[config.mk]
export PLATFORM = sky130hd
export DESIGN_NAME = lsu_mem_ctrl
export DESIGN_NICKNAME = d
export VERILOG_FILES = /design/src/rtl/lsu_mem_ctrl_pkg.sv /design/src/rtl/lsu_lane_align.sv /design/src/rtl/lsu_mem_ctrl.sv
export SDC_FILE = /design/constraint.sdc
export NUM_CORES = 1
export LEC_CHECK = 0
export BUFFER_PORTS_ARGS = -buffer_cell sky130_fd_sc_hd__buf_2
export CAP_MARGIN = 20
export CORE_MARGIN = 2
export CORE_UTILIZATION = 48
export DETAILED_ROUTE_END_ITERATION = 10
export HOLD_SLACK_MARGIN = 0.12
export PLACE_DENSITY = 0.77
export SYNTH_ARGS = -nofsm -noshare
export SYNTH_HDL_FRONTEND = slang
export SYNTH_SLANG_ARGS = --single-unit
[constraint.sdc]
create_clock -name clk -period 2.4 [get_ports clk]
set_input_delay 0.24 -clock clk [delete_from_list [all_inputs] [get_ports clk]]
set_output_delay 0.24 -clock clk [all_outputs]
set_load 0.01 [all_outputs]
[src/rtl/lsu_mem_ctrl_pkg.sv]
// Shared constants for the load/store controller: data width, request size
// encodings and FSM state encodings.
package lsu_mem_ctrl_pkg;

    localparam int CPU_WIDTH = 32;

    // req_size encodings
    localparam logic [1:0] SIZE_B = 2'b00;
    localparam logic [1:0] SIZE_H = 2'b01;
    localparam logic [1:0] SIZE_W = 2'b10;
    localparam logic [1:0] SIZE_X = 2'b11;

    // FSM state encodings
    localparam logic [1:0] ST_IDLE = 2'b00;
    localparam logic [1:0] ST_RD   = 2'b01;
    localparam logic [1:0] ST_WR   = 2'b10;
    localparam logic [1:0] ST_RESP = 2'b11;

endpackage

[src/rtl/lsu_lane_align.sv]
// Combinational byte-lane logic for the load/store controller.
// Loads: select the lane(s) addressed by addr_lo (little-endian) and
// sign- or zero-extend. Stores: merge the right-aligned store data into
// the addressed lane(s) of the word read from memory.
module lsu_lane_align
    import lsu_mem_ctrl_pkg::*;
(
    input  logic [CPU_WIDTH-1:0] word,
    input  logic [1:0]           addr_lo,
    input  logic [1:0]           size,
    input  logic                 is_unsigned,
    input  logic [CPU_WIDTH-1:0] wdata,
    output logic [CPU_WIDTH-1:0] load_data,
    output logic [CPU_WIDTH-1:0] merged
);

    function automatic logic [CPU_WIDTH-1:0] extend8(input logic [7:0] b, input logic zext);
        logic signed [7:0]           sb;
        logic signed [CPU_WIDTH-1:0] sx;
        sb = signed'(b);
        sx = CPU_WIDTH'(sb);
        return zext ? {{(CPU_WIDTH-8){1'b0}}, b} : sx;
    endfunction

    function automatic logic [CPU_WIDTH-1:0] extend16(input logic [15:0] h, input logic zext);
        logic signed [15:0]          sh;
        logic signed [CPU_WIDTH-1:0] sx;
        sh = signed'(h);
        sx = CPU_WIDTH'(sh);
        return zext ? {{(CPU_WIDTH-16){1'b0}}, h} : sx;
    endfunction

    logic [7:0]  lane_b;
    logic [15:0] lane_h;

    // Lane extraction and store merge; word-sized (and any other size) pass through.
    always_comb begin
        lane_b    = word[{addr_lo, 3'b000} +: 8];
        lane_h    = word[{addr_lo[1], 4'b0000} +: 16];
        load_data = word;
        merged    = wdata;
        case (size)
            SIZE_B: begin
                load_data = extend8(lane_b, is_unsigned);
                merged    = word;
                merged[{addr_lo, 3'b000} +: 8] = wdata[7:0];
            end
            SIZE_H: begin
                load_data = extend16(lane_h, is_unsigned);
                merged    = word;
                merged[{addr_lo[1], 4'b0000} +: 16] = wdata[15:0];
            end
            default: begin
                load_data = word;
                merged    = wdata;
            end
        endcase
    end

endmodule

[src/rtl/lsu_mem_ctrl.sv]
// Load/store controller driving a single-port, word-wide data memory.
// Sub-word stores are done as read-modify-write. One request in flight.
// Build option LSU_MISALIGN_TRAP_EN: when defined, misaligned or size-11
// requests complete with resp_err and no memory access; when undefined,
// low address bits are forced to alignment, size 11 acts as word, and
// resp_err is always 0.
module lsu_mem_ctrl #(
    parameter int CPU_WIDTH = lsu_mem_ctrl_pkg::CPU_WIDTH
) (
    input  logic                 clk,
    input  logic                 rst_n,
    input  logic                 req_valid,
    output logic                 req_ready,
    input  logic                 req_wen,
    input  logic [1:0]           req_size,
    input  logic                 req_unsigned,
    input  logic [CPU_WIDTH-1:0] req_addr,
    input  logic [CPU_WIDTH-1:0] req_wdata,
    output logic                 resp_valid,
    output logic [CPU_WIDTH-1:0] resp_rdata,
    output logic                 resp_err,
    output logic                 mem_wen,
    output logic                 mem_ren,
    output logic [CPU_WIDTH-1:0] mem_addr,
    output logic [CPU_WIDTH-1:0] mem_wdata,
    input  logic [CPU_WIDTH-1:0] mem_rdata
);

    import lsu_mem_ctrl_pkg::*;

    logic [1:0]           state;
    logic [CPU_WIDTH-1:0] addr_q;
    logic [CPU_WIDTH-1:0] wdata_q;
    logic [CPU_WIDTH-1:0] word_q;
    logic [CPU_WIDTH-1:0] rdata_q;
    logic [1:0]           size_q;
    logic                 unsigned_q;
    logic                 wen_q;
    logic                 err_q;

    logic                 accept;
    logic                 misaligned;
    logic [1:0]           eff_size;
    logic [CPU_WIDTH-1:0] eff_addr;
    logic [CPU_WIDTH-1:0] load_data;
    logic [CPU_WIDTH-1:0] merged;

    assign accept = req_valid && (state == ST_IDLE);

    // Classify the incoming request: alignment check or alignment forcing.
    always_comb begin
        eff_size   = req_size;
        eff_addr   = req_addr;
        misaligned = 1'b0;
`ifdef LSU_MISALIGN_TRAP_EN
        case (req_size)
            SIZE_H:  misaligned = req_addr[0];
            SIZE_W:  misaligned = |req_addr[1:0];
            SIZE_X:  misaligned = 1'b1;
            default: misaligned = 1'b0;
        endcase
`else
        if (req_size == SIZE_X) eff_size = SIZE_W;
        case (eff_size)
            SIZE_H:  eff_addr[0]   = 1'b0;
            SIZE_W:  eff_addr[1:0] = 2'b00;
            default: eff_addr      = req_addr;
        endcase
`endif
    end

    lsu_lane_align u_lane_align (
        .word        (mem_rdata),
        .addr_lo     (addr_q[1:0]),
        .size        (size_q),
        .is_unsigned (unsigned_q),
        .wdata       (wdata_q),
        .load_data   (load_data),
        .merged      (merged)
    );

    // FSM and request/data registers; reset clears everything so an aborted
    // store can never reach the memory.
    always_ff @(posedge clk or negedge rst_n) begin
        if (!rst_n) begin
            state      <= ST_IDLE;
            addr_q     <= '0;
            wdata_q    <= '0;
            word_q     <= '0;
            rdata_q    <= '0;
            size_q     <= SIZE_B;
            unsigned_q <= 1'b0;
            wen_q      <= 1'b0;
            err_q      <= 1'b0;
        end else begin
            case (state)
                ST_IDLE: begin
                    if (accept) begin
                        addr_q     <= eff_addr;
                        wdata_q    <= req_wdata;
                        word_q     <= req_wdata;
                        size_q     <= eff_size;
                        unsigned_q <= req_unsigned;
                        wen_q      <= req_wen;
                        rdata_q    <= '0;
                        err_q      <= misaligned;
                        if (misaligned)
                            state <= ST_RESP;
                        else if (req_wen && (eff_size == SIZE_W))
                            state <= ST_WR;
                        else
                            state <= ST_RD;
                    end
                end
                ST_RD: begin
                    if (wen_q) begin
                        word_q <= merged;
                        state  <= ST_WR;
                    end else begin
                        rdata_q <= load_data;
                        state   <= ST_RESP;
                    end
                end
                ST_WR:   state <= ST_RESP;
                default: state <= ST_IDLE;
            endcase
        end
    end

    assign req_ready  = (state == ST_IDLE);
    assign mem_ren    = (state == ST_RD);
    assign mem_wen    = (state == ST_WR);
    assign resp_valid = (state == ST_RESP);
    assign mem_addr   = {addr_q[CPU_WIDTH-1:2], 2'b00};
    assign mem_wdata  = word_q;
    assign resp_rdata = rdata_q;
    assign resp_err   = err_q;

endmodule

## Yosys cells after proc, flatten, opt, wreduce, memory -nomap -nowiden

Cells that the tools add are included.

| cells by class | value |
|---|---|
| $add $sub $neg | 2 |
| equal/unequal tests | 10 |
| shifts and indexed selects | 6 |
| multiplexer cells | 19 |
| reduce and logical (&&, ||, !) cells | 9 |

Operators by type and width:

| cell | number |
|---|---|
| one-hot mux 32 bit (2 select lines) | 4 |
| two-way mux 32 bit | 6 |
| bitwise mux 32 bit | 2 |
| variable shift 16 x 7 -> 32 bit, first input constant | 1 |
| variable shift 8 x 7 -> 32 bit, first input constant | 1 |
| variable part select 16 x 7 -> 32 bit | 1 |
| variable part select 32 x 6 -> 16 bit | 1 |
| variable part select 32 x 6 -> 8 bit | 1 |
| variable part select 8 x 7 -> 32 bit | 1 |
| negation 5 -> 7 bit | 2 |
| equality test 2 bit, second input constant | 4 |
| equality test 2 x 1 -> 1 bit, second input constant | 3 |
| two-way mux 2 bit | 3 |
| one-hot mux 2 bit (3 select lines) | 1 |
| AND reduction 3 bit | 2 |
| logical NOT 2 bit | 2 |
| != test 2 x 1 -> 1 bit, second input constant | 2 |
| two-way mux 1 bit | 3 |
| logical AND 1 bit | 2 |
| != test 2 bit, second input constant | 1 |
| AND reduction 2 bit | 1 |
| nonzero test 2 bit | 1 |
| OR reduction 2 bit | 1 |

| word-level totals | value |
|---|---|
| bits in registers | 134 |
| input port bits | 103 |
| output and inout bits | 101 |
| logic and storage cells | 54 |

## Logic depth before layout (Yosys ltp)

Gate-level depths: netlist of run 1.

| logic depth | value |
|---|---|
| depth in word-level cells | 7 |
| mapped depth | 9 |
| gate-level depth less buffers | 6 |

## Modules after synthesis

Synthesis of run 1 repeated with hierarchy kept, for this count alone.

| unflattened totals | value |
|---|---|
| cell total of the unflattened synthesis | 700 |
| area, all modules | 7,921.3 um^2 |

By module, submodules not included:

| module | instances | cells each | area each (um^2) | seq. area each (um^2) |
|---|---|---|---|---|
| lsu_mem_ctrl | 1 | 444 | 5,945.7 | 3,353.2 |
| lsu_lane_align | 1 | 256 | 1,975.6 | 0.0 |

## Worst setup path before layout of run 1

OpenSTA, ideal clock, no wires.

| timing path | value |
|---|---|
| path type | register to register |
| start point | register addr_q[1] |
| end point | register word_q[23] (netlist: mem_wdata[23]) |
| library setup time | 0.086 ns |
| arrival | 2.440 ns |
| data required time | 2.314 ns |
| setup slack | -0.126 ns |
| cell stages (with the launch flop) | 9 |
| buffers on the path | 2 |
| clock period less this slack | 2.526 ns |
| cell sequence | dfrtp_1 > buf_2 > clkinv_1 > clkbuf_1 > ha_1 > nand3b_1 > o31ai_1 > a221oi_1 > nor3_1 |

| on the way | value |
|---|---|
| cells in the longest elaborated chain, start to end | 6 |
| elaborated cells between the ends (all ways) | 11 |
| classes of those cells | 2 x add/sub; 4 x shift; 5 x mux |

Ends and longest elaborated chain:

| what | line | source |
|---|---|---|
| start, declared | lsu_mem_ctrl.sv:32 | `logic [CPU_WIDTH-1:0] addr_q;` |
| start signal, assigned | lsu_mem_ctrl.sv:99 | `addr_q <= eff_addr;` |
| negation 5 -> 7 bit (on tied branches) | lsu_lane_align.sv:51, lsu_lane_align.sv:46 |  |
| variable part select 16 x 7 -> 32 bit, or another cell as far along | lsu_lane_align.sv:51 | `merged[{addr_lo[1], 4'b0000} +: 16] = wdata[15:0];` |
| bitwise mux 32 bit (on tied branches) | lsu_lane_align.sv:51, lsu_lane_align.sv:46 |  |
| one-hot mux 32 bit (2 select lines) (*) | lsu_lane_align.sv:42 | `case (size)` |
| two-way mux 32 bit (*) | lsu_mem_ctrl.sv:116 | `if (wen_q) begin` |
| one-hot mux 32 bit (2 select lines) (*) | lsu_mem_ctrl.sv:96 | `case (state)` |
| end signal, assigned | lsu_mem_ctrl.sv:101 | `word_q <= req_wdata;` |
| end signal, assigned | lsu_mem_ctrl.sv:117 | `word_q <= merged;` |
| end, declared | lsu_mem_ctrl.sv:34 | `logic [CPU_WIDTH-1:0] word_q;` |

Mark *: on every way between the ends. The rest lies on a longest branch, timed or not. The select of a mux whose other input is x is not followed.
A chain may end at the register's enable or synchronous reset.

## Final worst setup path of run 1

| timing path | value |
|---|---|
| start point | register addr_q[0] |
| end point | register rdata_q[29] (netlist: resp_rdata[29]) |

| on the way | value |
|---|---|
| cells in the longest elaborated chain, start to end | 5 |

Ends and longest elaborated chain:

| what | line | source |
|---|---|---|
| variable part select 32 x 6 -> 8 bit | lsu_lane_align.sv:38 | `lane_b = word[{addr_lo, 3'b000} +: 8];` |
| two-way mux 32 bit | lsu_lane_align.sv:22 | `return zext ? {{(CPU_WIDTH-8){1'b0}}, b} : sx;` |
| one-hot mux 32 bit (2 select lines) | lsu_lane_align.sv:42 |  |
| two-way mux 32 bit | lsu_mem_ctrl.sv:116 |  |
| one-hot mux 32 bit (2 select lines) | lsu_mem_ctrl.sv:96 |  |
| end signal, assigned | lsu_mem_ctrl.sv:120 | `rdata_q <= load_data;` |
| end, declared | lsu_mem_ctrl.sv:35 | `logic [CPU_WIDTH-1:0] rdata_q;` |

No other way between the ends. The select of a mux whose other input is x is not followed.

==> flow_summary.toml, run 1 <==
[min_path]
hold_class = "in2reg"

[floorplanning]
ios = 204
fp.dieH_um = 127
initial_utilization = 0.495
die_area_mm2 = 0.0160
num_rows = 44
die_w_um = 127
coreArea_mm2 = 0.0146

[run_status]
status = "finished clean"

[timing]
finalCritPeriodShare = 0.938
worst_pin_slew_ns = 0.907
finalMaxSlewViolations = 0
skew_ns = 0.00641
hold_slack_ns = 0.133
fmax_mhz = 444
slew_headroom = 0.396
post-route-min-period_ns = 2.25
hold_violations = 0
setup_violations = 0
setup_slack_ns = 0.148
fin_tns_setup_ns = 0
rsz0062_at_grt = "false"

[yosys]
ys_seq_elements = 134
yosysTopAreaCellShare = 0.464
synthCells = 668
ys_top_cells_by_area = "dfrtp_1 (46%), mux2_2 (12%), buf_4 (3.4%), a221o_1 (2.9%), o21ai_0 (2.9%)"
ys_types = 54
ys_warn_count = 0
syn-mean-instance-area_um2 = 10.8
yosysTopAreaCell = "dfrtp_1"
async_flop_share = 1.00
synth_edf_count = 0
yosysSeqAreaShare = 0.464
syn_area_mm2 = 0.00722
synthFlopType = "dfrtp_1"

[run]
maxCapViolCount = 0

[layout]
stdcell_count = 1095
final_common_cell = "buf_2"
drive_gt1_frac = 0.398
layout_common_cells = "buf_2 (199), dfrtp_1 (133), mux2_2 (78)"
n_antenna_cell = 0
num-fill-cells = 1142
area_growth_pct = 32.5
final_net_count = 1010

[setup_path]
cp-start-kind = "flop"
cp-end-kind = "flop"
crit_type = "reg2reg"
path_max_fanout = 16
critPathArrivalTime_ns = 2.61
crit_required_ns = 2.76

[global_route]
antenna_found_initial = 0
grt_pass1_vias = 6185
grt_max_degree = 63
grt.overflow.total = 0
grt_pass1_wl_um = 34700
grt_use_total = 0.278

[power]
pwr-share-seq = 0.326
power.total_mw = 13.5
ir_drop_mv = 0.751
switching_share = 0.408
internal-power_mw = 7.97
p_comb_frac = 0.477
p_clk_frac = 0.198
p_leak_nw = 4.42
switching_power_mw = 5.50
powerDensity_mw_per_mm2 = 1410

[clocking]
cts_tree = "yes"
cts.sinks = 134
cts-buffers-inserted = 17
cts_max_path_buffers = 2
path_clk_slew_ns = 0.06
clk_latency_ns = 0.42
h-tree-depth = 4
cts_root_buf = "clkbuf_16"

[placed_design]
routabilityCongestion = 0.923
dpl_worst_slack_ns = 0.174
placed_cells = 995
numPortBuffers = 200
dp_hpwl_um = 15400

[detailed_routing]
routed_wl_um = 22300
wl_per_cell_um = 20.3
drtAntennaViolNets = 0
via_count = 6499
vias_per_cell = 5.94
first_pass_iters = 5
drc_errors = 0
drt_iter0_markers = 519
-- what timing repair did --
item | CTS | global route
setup endpoints to repair | 0 | 20
setup buffers | 0 | 0
resized for setup | 0 | 4
hold buffers | 68 | 0
endpoints found under the hold margin | 116 | 0
-- through the flow --
| step | area, um2 | utilization |
|---|---|---|
| finish | 9570 | 0.656 |
| CTS | 9550 | 0.655 |
| detailed placement | 8260 | 0.566 |
| floorplan | 7240 | - |
| global route | 9570 | 0.656 |
| global placement | 8260 | 0.566 |
-- area by class of cell --
cell class	count	area (um2)	share of cell area
multi-input cells	444	3420	0.358
flip-flops and latches	134	3350	0.351
repair buffers	292	1920	0.200
clock buffers	20	467	0.0488
well taps	184	230	0.0241
clock inverters	12	143	0.0149
inverters	9	33.8	0.00353
-- cells in the mapped netlist (all sizes together) (9+ instances only) --
library cell and n:
dfrtp 134, mux2 78, buf 48, nand2 46
o21ai 43, clkbuf 35, a221o 26, nor2 26
nand3 25, a22o 21, nor3 19, a221oi 16
a31oi 16, a21oi 15, nor2b 14, a22oi 9
ha 9, o211a 9
-- power by group through the flow --
stage          Sequential (mW)  Clock (mW)  Combinational [mW]
2_1_floorplan             4.25           0                4.38
3_3_place_gp              4.34           0                6.12
3_5_place_dp              4.37           0                6.22
4_1_cts                   4.35        2.69                6.34
5_1_grt                   4.49        2.81                6.98
6_report                  4.39        2.67                6.42
-- cells by family after synthesis --
group	Yosys count	synth area share
AO/OA/AOI/OAI	187	0.202
adder cells (fa/ha/maj)	9	0.0156
buffers and inverters	92	0.0674
flip-flops	134	0.464
multiplexers	85	0.137
other	1	0.000519
AND/OR/NAND/NOR	160	0.114
-- layer usage --
metal	part of all wire	wire [um]	GRT usage
met3	0.080	1780	0.0599
met5	0	0	0
met1	0.43	9490	0.385
met4	0.023	514	0.0802
met2	0.47	10500	0.444
-- state kept, by name (all words and copies together) (netlist names) --
register / flops
state: 2
unsigned_q: 1
mem_wdata: 32
addr_q: 32
wdata_q: 32
resp_rdata: 32
size_q: 2
wen_q: 1
-- critical path, stage by stage (launching register included) --
cell       delay [ns]
dfrtp_1          0.51
nor3_1           0.40
a22oi_4          0.16
a2111oi_4        0.87
a221o_2          0.23
-- final timing paths --
kind	end	slack [ns]	cells after the start	startpoint
setup / recovery	resp_rdata[29]$_DFFE_PN0P_	0.15	4	addr_q[0]$_DFFE_PN0P_
hold / removal	resp_rdata[19]$_DFFE_PN0P_	0.13	2	mem_rdata[19]
max in group asynchronous	wdata_q[28]$_DFFE_PN0P_	1.35	3	rst_n
setup reg to reg	resp_rdata[29]$_DFFE_PN0P_	0.15	4	addr_q[0]$_DFFE_PN0P_
min in group asynchronous	resp_rdata[18]$_DFFE_PN0P_	0.32	2	rst_n
hold reg to reg	resp_rdata[3]$_DFFE_PN0P_	0.46	2	resp_rdata[3]$_DFFE_PN0P_
No activity file was read; power rests on OpenSTA's default activity.
==> inputs of run 2 (changes only) <==
--- a/config.mk
+++ b/config.mk
@@ -8,10 +8,11 @@
 export BUFFER_PORTS_ARGS = -buffer_cell sky130_fd_sc_hd__buf_2
 export CAP_MARGIN = 20
 export CORE_MARGIN = 2
-export CORE_UTILIZATION = 48
+export CORE_UTILIZATION = 49
 export DETAILED_ROUTE_END_ITERATION = 10
 export HOLD_SLACK_MARGIN = 0.12
-export PLACE_DENSITY = 0.77
+export PLACE_DENSITY = 0.78
 export SYNTH_ARGS = -nofsm -noshare
 export SYNTH_HDL_FRONTEND = slang
+export SYNTH_HIERARCHICAL = 1
 export SYNTH_SLANG_ARGS = --single-unit
==> run 2 against run 1 <==
  * Setup slack worse by 0.036 ns
  * Die area is 7.2% higher
  * Sequential share of layout area is 2.2 points lower
  * Core utilization fell by 1.1 points
  * Total power up 5.7%
  * First-iteration DRC count is 16% lower
  * Critical path depth up 3
  * Fmax is 1.6% lower
  * Sequential power down 3%
  * Largest power group unchanged
==> flow_summary.toml, run 2 <==
[run_status]
status = "finished clean"

[global_route]
grt_use_total = 0.260
grt_pass1_wl_um = 35200
grt_pass1_vias = 6482
antenna_found_initial = 1
grt.overflow.total = 0
grt_max_degree = 66

[setup_path]
path_cells = "inv_4, ha_1, nor4bb_1, a211o_1, a22o_1, mux2_2, mux2_2"
cp-start-kind = "flop"
path_buf_inv = 1
path_max_fanout = 8
critical_path.max_stage_delay_ns = 0.46
cp-startpoint = "addr_q[1]$_DFFE_PN0P_"
crit_type = "reg2reg"
critPathMostFrequentCell = "mux2_2"
critPathTopFamily = "compound AO/OA/AOI/OAI gates"
r2r_start = "addr_q[1]$_DFFE_PN0P_"
critPathArrivalTime_ns = 2.59
crit_required_ns = 2.70
cp_slowest_cell = "a211o_1"
cp-end-kind = "flop"

[yosys]
yosysMostFrequentCell = "dfrtp_1"
ys_types = 59
synthCells = 700
yosysTopAreaCell = "dfrtp_1"
synth_commonest_cells = "dfrtp_1 (134), mux2_2 (129), nand2_1 (78)"
synthFlopType = "dfrtp_1"
yosysSeqAreaShare = 0.423
ys_top_cells_by_area = "dfrtp_1 (42%), mux2_2 (18%), mux2i_1 (6.1%), buf_4 (3.7%), nand2_1 (3.7%)"
synth_edf_count = 0
ys_warn_count = 6
syn-mean-instance-area_um2 = 11.3
ys_seq_elements = 134
yosysTopAreaCellShare = 0.423
async_flop_share = 1.00
syn_area_mm2 = 0.00792

[timing]
worst_pin_slew_ns = 0.722
finalMaxSlewViolations = 0
post-route-min-period_ns = 2.29
slew_headroom = 0.518
rsz0062_at_grt = "false"
fmax_mhz = 437
fin_tns_setup_ns = 0
finalCritPeriodShare = 0.953
skew_ns = 0.00585
setup_violations = 0
hold_slack_ns = 0.147
setup_slack_ns = 0.112
hold_violations = 0

[placed_design]
dp_hpwl_um = 15300
routabilityCongestion = 0.945
numPortBuffers = 200
dpl_worst_slack_ns = 0.166

[layout]
finalCoreUtilization = 0.645
final_common_cell = "buf_2"
final_net_count = 1043
drive_gt1_frac = 0.445
area_growth_pct = 28.8
num-fill-cells = 1243
layout_common_cells = "buf_2 (199), dfrtp_1 (133), mux2_2 (129)"

[min_path]
hold_class = "in2reg"
worstHoldStart = "req_size[1]"

[power]
p_leak_nw = 4.78
powerDensity_mw_per_mm2 = 1400
ir_drop_mv = 0.786

[detailed_routing]
drc_errors = 0
vias_per_cell = 5.46
first_pass_iters = 5
drt_iter0_markers = 435
wl_per_cell_um = 19.0
routed_wl_um = 22000
via_count = 6343
drtAntennaViolNets = 0

[clocking]
cts_tree = "yes"
clk_latency_ns = 0.42
cts_max_path_buffers = 2
cts-buffers-inserted = 17
cts_root_buf = "clkbuf_16"
path_clk_slew_ns = 0.06
h-tree-depth = 4
cts_resized = 0
cts.sinks = 134

[floorplanning]
num_rows = 46
die_area_mm2 = 0.0172
coreArea_mm2 = 0.0158
ios = 204
die_w_um = 131
initial_utilization = 0.500
fp.dieH_um = 131

[run]
maxCapViolCount = 0
## run 2: changes by cell type in the layout (fill, tap and decap cells not counted), sizes merged, moves of 12 or more
cell,previous run,this run
o221ai,4,16
mux2i,4,48
nor3,19,3
o21ai,43,20
inv,11,51
a221oi,16,0
nand2,46,78
nand3,25,0
a31oi,16,1
mux2,78,139
## run 2: report_power, final
part / switching [mW] / internal [mW]
combinational: 3.68 / 3.58
clock: 1.05 / 1.68
sequential: 0.875 / 3.38
## run 2: final timing paths
check                      depth (start not counted)  slack, ns                         end
max                                                7       0.11    mem_wdata[1]$_DFFE_PN0P_
min                                                2       0.15       size_q[1]$_DFFE_PN0P_
max reg2reg                                        7       0.11    mem_wdata[1]$_DFFE_PN0P_
min reg2reg                                        1       0.49   mem_wdata[26]$_DFFE_PN0P_
max in group asynchronous                          3       1.38     wdata_q[17]$_DFFE_PN0P_
min in group asynchronous                          2       0.37  resp_rdata[17]$_DFFE_PN0P_
## run 2: layout make-up
class	instances	area, um2	area share
Antenna cell	1	2.50	0.000245
Clock buffer	19	443	0.0434
Clock inverter	13	171	0.0168
Inverter	47	179	0.0175
Multi-Input combinational cell	444	3870	0.379
Sequential cell	134	3350	0.329
Tap cell	216	270	0.0265
Timing Repair Buffer	287	1920	0.188
## run 2: repair_timing
action	CTS	global route
hold endpoints to repair	122	0
buffers inserted	0	0
hold buffers	67	0
## run 2: cells by family after synthesis
group | share of synthesized area
compound gates | 0.134
fa+ha+maj | 0.0142
buf+inv | 0.0900
flops | 0.423
mux | 0.259
other cells | 0.000473
simple gates | 0.0795
## run 2: per-layer routing
| metal | track usage | part of all wire | wire length [um] |
|---|---|---|---|
| met2 | 0.415 | 0.47 | 10300 |
| met1 | 0.339 | 0.43 | 9520 |
| met5 | 0 | 0 | 0 |
| met3 | 0.0706 | 0.072 | 1590 |
| met4 | 0.103 | 0.030 | 653 |
## run 2: metrics by stage
stage               cell area (um2)  total power, mW  instances
CTS                           10200             14.2       1160
global placement               8920             11.2       1061
finish                        10200             14.2       1161
detailed placement             8920             11.4       1061
global route                  10200             15.1       1160
floorplan                      7930             9.63        702
